<file path="config.mk">
export PLATFORM = sky130hd
export DESIGN_NAME = serial_subtractor
export DESIGN_NICKNAME = d
export VERILOG_FILES = /design/src/rtl/serial_sub_pkg.sv /design/src/rtl/full_subtractor.sv /design/src/rtl/serial_subtractor.sv
export SDC_FILE = /design/constraint.sdc
export NUM_CORES = 1
export LEC_CHECK = 0
export ABC_AREA = 1
export CAP_MARGIN = 10
export CORE_UTILIZATION = 40
export CTS_BUF_LIST = sky130_fd_sc_hd__clkbuf_16
export CTS_CLUSTER_SIZE = 8
export DETAILED_ROUTE_END_ITERATION = 7
export PLACE_DENSITY_LB_ADDON = 0.05
export SYNTH_ARGS = -nofsm -noshare
export SYNTH_HDL_FRONTEND = slang
export SYNTH_SLANG_ARGS = --single-unit
</file>
<file path="constraint.sdc">
create_clock -name clk -period 1.41 [get_ports clk]
set_input_delay 0.282 -clock clk [delete_from_list [all_inputs] [get_ports clk]]
set_output_delay 0.282 -clock clk [all_outputs]
set_load 0.02 [all_outputs]
</file>
<file path="src/rtl/serial_sub_pkg.sv">
// ---------------------------------------------------------------------------
// serial_sub_pkg
//   Shared definitions for the bit-serial subtractor:
//     - ss_state_e       : controller states IDLE / RUN / DONE (2-bit encoding)
//     - SS_DEFAULT_WIDTH : default operand width
//   Ports: none (package).
// ---------------------------------------------------------------------------
package serial_sub_pkg;

    localparam int SS_DEFAULT_WIDTH = 8;

    typedef enum logic [1:0] {
        IDLE = 2'd0,
        RUN  = 2'd1,
        DONE = 2'd2
    } ss_state_e;

endpackage

</file>
<file path="src/rtl/full_subtractor.sv">
// ---------------------------------------------------------------------------
// full_subtractor
//   One-bit combinational full subtractor: computes x - y - bin.
//   Ports:
//     x    in  1  minuend bit
//     y    in  1  subtrahend bit
//     bin  in  1  borrow in from the less significant bit
//     d    out 1  difference bit
//     bout out 1  borrow out to the more significant bit
// ---------------------------------------------------------------------------
module full_subtractor (
    input  logic x,
    input  logic y,
    input  logic bin,
    output logic d,
    output logic bout
);

    assign d    = x ^ y ^ bin;
    // Borrow when y exceeds x, or when x == y and a borrow is already pending.
    assign bout = (~x & y) | (~(x ^ y) & bin);

endmodule

</file>
<file path="src/rtl/serial_subtractor.sv">
// ---------------------------------------------------------------------------
// serial_subtractor
//   Bit-serial two's-complement subtractor: diff = a - b (mod 2^WIDTH),
//   processed LSB first, one bit per clock through a single full_subtractor
//   cell and a borrow flip-flop.
//
//   Optional feature: define SERIAL_SUB_OVF_EN to compute signed overflow.
//   Without it, overflow is tied to 0 and no MSB capture logic exists.
//
//   Parameters:
//     WIDTH       operand/result width in bits (>= 1)
//   Ports:
//     clk         in   1      rising-edge clock
//     reset       in   1      synchronous, active-high; clears all state
//     start       in   1      operation request (accepted in IDLE or DONE)
//     a           in   WIDTH  minuend, captured when start is accepted
//     b           in   WIDTH  subtrahend, captured when start is accepted
//     busy        out  1      high while bits are being processed (RUN)
//     done        out  1      one-cycle pulse, result valid from this cycle on
//     diff        out  WIDTH  a - b, held until the next result
//     borrow_out  out  1      1 when a < b unsigned, held with diff
//     overflow    out  1      signed overflow (0 unless SERIAL_SUB_OVF_EN)
//
//   Handshake: start is a request sampled only while busy is low (IDLE or
//   DONE); a sampled start is accepted unconditionally, so there is no
//   separate ready. start while busy is ignored, not queued. done pulses for
//   exactly one cycle WIDTH+1 cycles after acceptance; diff/borrow_out/
//   overflow change only on the edge that raises done and stay stable
//   through IDLE and the following RUN. The controller state is held in the
//   signal "state" for observation.
// ---------------------------------------------------------------------------
module serial_subtractor
    import serial_sub_pkg::*;
#(
    parameter int WIDTH = SS_DEFAULT_WIDTH
) (
    input  logic             clk,
    input  logic             reset,
    input  logic             start,
    input  logic [WIDTH-1:0] a,
    input  logic [WIDTH-1:0] b,
    output logic             busy,
    output logic             done,
    output logic [WIDTH-1:0] diff,
    output logic             borrow_out,
    output logic             overflow
);

    localparam int CW = (WIDTH > 1) ? $clog2(WIDTH) : 1;
    localparam logic [CW-1:0] CNT_LAST = CW'(WIDTH - 1);

    ss_state_e        state;
    ss_state_e        state_next;
    logic             load;
    logic             shift;
    logic             last;

    logic [WIDTH-1:0] a_sr;
    logic [WIDTH-1:0] b_sr;
    logic [WIDTH-1:0] diff_sr;
    logic [WIDTH-1:0] diff_sr_next;
    logic [CW-1:0]    cnt;
    logic             borrow;
    logic             d_bit;
    logic             b_next;

    full_subtractor u_fs (
        .x    (a_sr[0]),
        .y    (b_sr[0]),
        .bin  (borrow),
        .d    (d_bit),
        .bout (b_next)
    );

    // ---------------- FSM: state register ----------------
    always_ff @(posedge clk) begin
        if (reset) state <= IDLE;
        else       state <= state_next;
    end

    // ---------------- FSM: next state and control ----------------
    always_comb begin
        state_next = state;
        load       = 1'b0;
        shift      = 1'b0;
        case (state)
            IDLE: begin
                if (start) begin
                    load       = 1'b1;
                    state_next = RUN;
                end
            end
            RUN: begin
                shift = 1'b1;
                if (cnt == CNT_LAST) state_next = DONE;
            end
            DONE: begin
                if (start) begin
                    load       = 1'b1;
                    state_next = RUN;
                end else begin
                    state_next = IDLE;
                end
            end
            default: state_next = IDLE;
        endcase
    end

    assign busy = (state == RUN);
    assign done = (state == DONE);
    assign last = shift && (cnt == CNT_LAST);

    // New difference bit enters at the MSB; after WIDTH shifts the first
    // (LSB) bit has reached position 0. Written this way to stay legal for
    // WIDTH == 1.
    always_comb begin
        diff_sr_next            = diff_sr >> 1;
        diff_sr_next[WIDTH-1]   = d_bit;
    end

    // ---------------- Datapath ----------------
    always_ff @(posedge clk) begin
        if (reset) begin
            a_sr       <= '0;
            b_sr       <= '0;
            diff_sr    <= '0;
            cnt        <= '0;
            borrow     <= 1'b0;
            diff       <= '0;
            borrow_out <= 1'b0;
        end else if (load) begin
            a_sr   <= a;
            b_sr   <= b;
            borrow <= 1'b0;
            cnt    <= '0;
        end else if (shift) begin
            a_sr    <= a_sr >> 1;
            b_sr    <= b_sr >> 1;
            borrow  <= b_next;
            diff_sr <= diff_sr_next;
            if (last) begin
                // Result registers are loaded on the edge that enters DONE
                // so they are valid in the same cycle done is high.
                diff       <= diff_sr_next;
                borrow_out <= b_next;
            end else begin
                cnt <= cnt + CW'(1);
            end
        end
    end

`ifdef SERIAL_SUB_OVF_EN
    logic a_msb;
    logic b_msb;

    // Signed overflow: operands of different sign and the result's sign
    // differs from the minuend's. The final d_bit is the result MSB.
    always_ff @(posedge clk) begin
        if (reset) begin
            a_msb    <= 1'b0;
            b_msb    <= 1'b0;
            overflow <= 1'b0;
        end else if (load) begin
            a_msb <= a[WIDTH-1];
            b_msb <= b[WIDTH-1];
        end else if (last) begin
            overflow <= (a_msb != b_msb) && (d_bit != a_msb);
        end
    end
`else
    assign overflow = 1'b0;
`endif

endmodule

</file>
### Word level (Yosys, flattened, before mapping)

Cells that the tools add are included.

* output and inout bits: 12
* word-level logic and storage cells: 43
* bits in registers: 39
* bits of input ports: 19

* multiplexer cells: 11
* reduce and logical (&&, ||, !) cells: 9
* bitwise logic cells: 9
* add/subtract/negate cells: 1
* equality and inequality tests: 5

Operators by type and width (number)
* two-way mux 8 bit: 4
* case mux 2 bit (3 select lines): 1
* AND reduction 2 bit: 3
* two-way mux 1 bit: 4
* two-way mux 2 bit: 2
* inverter 1 bit: 4
* OR reduction 2 bit: 2
* adder 3 x 1 -> 3 bit, second input constant: 1
* equality test 3 bit, second input constant: 1
* AND reduction 3 bit: 1
* AND 1 bit: 2
* equality test 2 x 1 -> 1 bit, second input constant: 1
* equality test 2 bit, second input constant: 1
* zero test 2 bit: 1
* != test 2 x 1 -> 1 bit, second input constant: 1
* != test 2 bit, second input constant: 1
* nonzero test 2 bit: 1
* XOR 1 bit: 2
* logical AND 1 bit: 1
* OR 1 bit: 1

### Longest topological paths before layout

* word-level depth: 5
* mapped depth: 8
* depth with buffers taken out: 7

### By module

A second synthesis with hierarchy kept.

* cells, all modules: 239
* area total of the unflattened synthesis: 1720.4 µm²

Modules (own cells, without submodules)
* serial_subtractor: cells each 235, area each 1689.1 µm², times used 1, sequential area each 760.7 µm²
* full_subtractor: cells each 4, area each 31.3 µm², times used 1, sequential area each 0.0 µm²

### Worst setup path after synthesis

Ideal clock, no wire load.

* path kind: register -> register
* start: register cnt[0]
* end: register diff[4]
* stages on the path, launching flop included: 8
* clock period less this slack: 1192 ps
* library setup time: 121 ps
* buffers on the path: 0
* required time: 1289 ps
* path slack: 218 ps
* data arrival time: 1071 ps
* path through: dfxtp_1 > ha_1 > ha_1 > inv_1 > nor2_4 > inv_2 > nand3_1 > o21ai_0

* word-level cells in the longest chain between the ends: 3

RTL lines
* start, declared: line serial_subtractor.sv:62 `logic [CW-1:0] cnt;`
* start signal, assigned: line serial_subtractor.sv:147 `cnt <= cnt + CW'(1);`
* equality test 3 bit: line serial_subtractor.sv:111 `assign last = shift && (cnt == CNT_LAST);`
* logical AND 1 bit: line serial_subtractor.sv:111
* AND reduction 3 bit (no source line)
* end signal, assigned: line serial_subtractor.sv:144 `diff <= diff_sr_next;`
* end, declared: line serial_subtractor.sv:44 `output logic [WIDTH-1:0] diff,`

No other way between the ends.
A chain may end at the register's enable or synchronous reset.

### Final worst setup path

* start: register state[0]
* end: output busy

* word-level cells in the longest chain between the ends: 1

RTL lines
* start, declared: line serial_subtractor.sv:52 `ss_state_e state;`
* start signal, assigned: line serial_subtractor.sv:78 `else state <= state_next;`
* equality test 2 x 1 -> 1 bit: line serial_subtractor.sv:109 `assign busy = (state == RUN);`
* end, declared: line serial_subtractor.sv:42 `output logic busy,`

No other way between the ends.

==> results.txt <==
----------------------------------------------------
[Status]
  Result of the run ... complete, no violations

[Timing]
  Number of slew-limit violations in the final report ... 0
  Shortest clock period the worst path allows after layout ... 1370 ps
  Achievable Freq ... 728 MHz
  Hold_ws ... 463 ps
  Unrepaired setup endpoints after global routing ... false
  Final worst clock skew ... 3.93 ps
  Share of the clock period used by the worst path ... 97.4%
  Total count of hold-check failures in the final report ... 0
  Sum Neg Setup Slack ... 0 ps
  Final setup violation count ... 0

[Drt]
  Met3 wirelength from detailed routing ... 111 um
  DRT Pass-1 Iters ... 4
  ANT nets after route ... 0
  Detailed-routing wirelength on met1 ... 1.86 mm
  Highest metal layer with signal wires ... met4
  Routed wirelength normalized by instance count ... 11.4 um
  Final routed wirelength across all metal layers ... 3.69 mm
  DRC ... 0
  Count of routing violations after the opening detailed-route iteration ... 43
  Count of vias placed by the detailed router ... 1490
  Avg Vias per Cell ... 4.61
  Routed wl met2 ... 1.69 mm

[Power and ir drop]
  Leakage ... 1.06 nW
  Power per cell area ... 1240 nW/um^2
  VDD IR-drop max ... 0.784 mV
  Total power of the final layout ... 2.76 mW

[Worst setup path]
  Slowest Stage Delay on Critical Path ... 370 ps
  Worst R2R Path Depth ... 6
  Crit Path Category ... reg -> out
  Critical Path AT ... 1090 ps
  Data required time at the worst endpoint ... 1130 ps
  Worst reg2reg path endpoint ... a_sr[0]$_SDFFE_PP0P_
  Worst setup EP type ... primary output
  Sort of element at the start of the critical path ... flop
  Cell Chain, Critical Path ... inv_2 -> nor2_4 -> clkdlybuf4s15_2
  Source of the worst register-to-register timing path ... state[1]$_SDFFE_PP0P_
  Cell with the largest stage delay on the worst path ... dfxtp_1
  Critical path fanouts, max ... 3
  Slack of the worst reg-to-reg path ... 100 ps

[Place]
  Number of instances in the placed design ... 316
  Last weighted congestion value of the routability-driven placer ... 0.829
  Count of buffers from port buffering ... 29
  Detail Placement HPWL ... 2.67 mm

[Yosys]
  Synthesized flop and latch total ... 38
  Net count after synthesis ... 253
  Post-synthesis cell count ... 231
  Synthesis warning total ... 0
  Number of flops mapped to enable cells by yosys ... 0
  Count of different cell masters after synthesis ... 20
  Cell taking the most area after synthesis ... dfxtp_1
  Most used flip-flop cell after synthesis ... dfxtp_1
  Top cells by area, synth ... dfxtp_1, nor2_1, nand2_1
  Post-Syn Area per Cell ... 7.29 um^2
  Async S/R FF share, synth ... 0%
  Fraction of synthesized cell area taken by the top area cell type ... 45.2%
  Summed instance area of the synthesized netlist ... 1680 um^2
  Share of synthesized area occupied by flip-flops and latches ... 45.2%

[Clocking]
  Maximum buffer depth of the clock tree ... 2
  Post-CTS setup buffer count ... 0
  Num CTS Buffers ... 5
  TritonCTS clock tree ... built
  Clk_lat worst skew ... 270 ps
  Root buf cell ... clkbuf_16
  Post-CTS clock slew at the launch and capture registers of the worst setup and hold paths ... 60 ps
  Quantity of hold-fixing buffers added after cts ... 0
  Deepest level of the CTS H-tree ... 2
  TritonCTS sink count ... 38

[Job]
  Max-capacitance violation count ... 0

[Finish]
  Highest-count cells in the layout ignoring fill and taps ... nor2_1, dfxtp_1, nand2_1
  Layout area overhead ... 32.3%
  Fraction of final layout cells sized beyond drive strength 1 ... 12.8%
  Filler-free cell count of the finished design ... 323
  Net count, final ... 295
  Post-route core utilization ... 55.2%
  N_diodes ... 0

[Global routing]
  Overall overflow remaining after global route ... 0
  Pin count of the biggest net entering global routing ... 15
  Antenna violations before repair ... 0
  Global-route wire length before repair ... 6.22 mm
  Vias in the first global route ... 1379
  Aggregate global-route resource usage ... 18.7%

[Floorplan]
  Io pins ... 31
  Effective utilization at floorplan ... 41.8%
  Core outline area ... 4030 um^2
  Horizontal die dimension ... 66.9 um
  Overall die height ... 66.9 um
  Row Count ... 23
  Area enclosed by the die boundary ... 4470 um^2

[Worst hold path]
  Worst hold path class ... reg -> reg
  Start point of the worst min-delay path ... a_sr[7]$_SDFFE_PP0P_
  Hold Crit Depth ... 2
  Worst Hold Endpoint ... a_sr[7]$_SDFFE_PP0P_

----------------------------------------------------
## registers in the layout, summed over array words and instances, names as in the netlist
| name | cells |
|---|---|
| borrow_out | 1 |
| b_sr | 8 |
| state | 2 |
| a_sr | 8 |
| borrow | 1 |
| cnt | 3 |
| diff_sr | 7 |
| diff | 8 |
## how the worst max path moves through the flow
stage	from	end	slack, ps
finish	state[0]$_SDFFE_PP0P_	busy	40
floorplan	cnt[0]$_SDFFE_PP0P_	diff[4]$_SDFFE_PP0P_	220
global route	state[1]$_SDFFE_PP0P_	done	2
detailed placement	start	a_sr[1]$_SDFFE_PP0P_	-50
global placement	reset	borrow$_SDFFE_PP0N_	-50
CTS	state[1]$_SDFFE_PP0P_	done	30
## logic make-up (layout without fill, tap and decap cells)
kind of cell | Yosys count | in the layout | synth area share, %
buffers and inverters | 45 | 87 | 12.7
adders and majority gates | 3 | 3 | 2.68
and+or+nand+nor | 98 | 98 | 25.1
AOI/OAI and AO/OA | 46 | 46 | 14.1
DFF | 38 | 38 | 45.2
other | 1 | 1 | 0.223
## final cells by class
cell class	count	area [um^2]
Timing Repair Buffer	45	402
Clock buffer	5	125
Clock inverter	2	33.8
Tap cell	50	62.6
Sequential cell	38	761
Inverter	35	131
Multi-Input combinational cell	148	711
Fill cell	395	1800
## routing by layer
layer	vias up	GRT usage, %
li1	801	-
met1	663	24.3
met2	24	30.8
met3	2	4.11
met4	0	4.79
met5	-	0
## worst max-delay path: cells and delay by family (launching register included)
kind                   cells  cell delay [ps]
flip-flops                 1              370
buffers and inverters      2              350
AND/OR/NAND/NOR            1               90
## through the flow
stage	area, um^2	worst slack (ps)
final	2230	36.0
after global routing	2230	1.84
after floorplan	1680	218
after detailed placement	2070	-51.9
after global placement	2070	-48.5
after CTS	2220	27.4
## synth_stat cells (2+ instances only)
| cell | count |
|---|---|
| nand3_1 | 19 |
| inv_2 | 3 |
| dfxtp_1 | 38 |
| buf_4 | 2 |
| buf_6 | 5 |
| ha_1 | 2 |
| a21oi_1 | 19 |
| o21ai_0 | 24 |
| nand2_2 | 2 |
| clkbuf_1 | 3 |
| inv_1 | 32 |
| nor2_1 | 38 |
| nor2_4 | 2 |
| a21boi_0 | 2 |
| nand2_1 | 35 |
## timing repair
action / CTS / global route
hold endpoints to repair: 0 / 0
setup endpoints to repair: 11 / 7
resized for setup: 15 / 2
## power breakdown
part | switching, mW | internal [mW]
logic | 0.199 | 0.160
clock network | 0.410 | 0.818
registers | 0.0314 | 1.14
total | 0.640 | 2.12
Power figures use the tool's default switching activity.
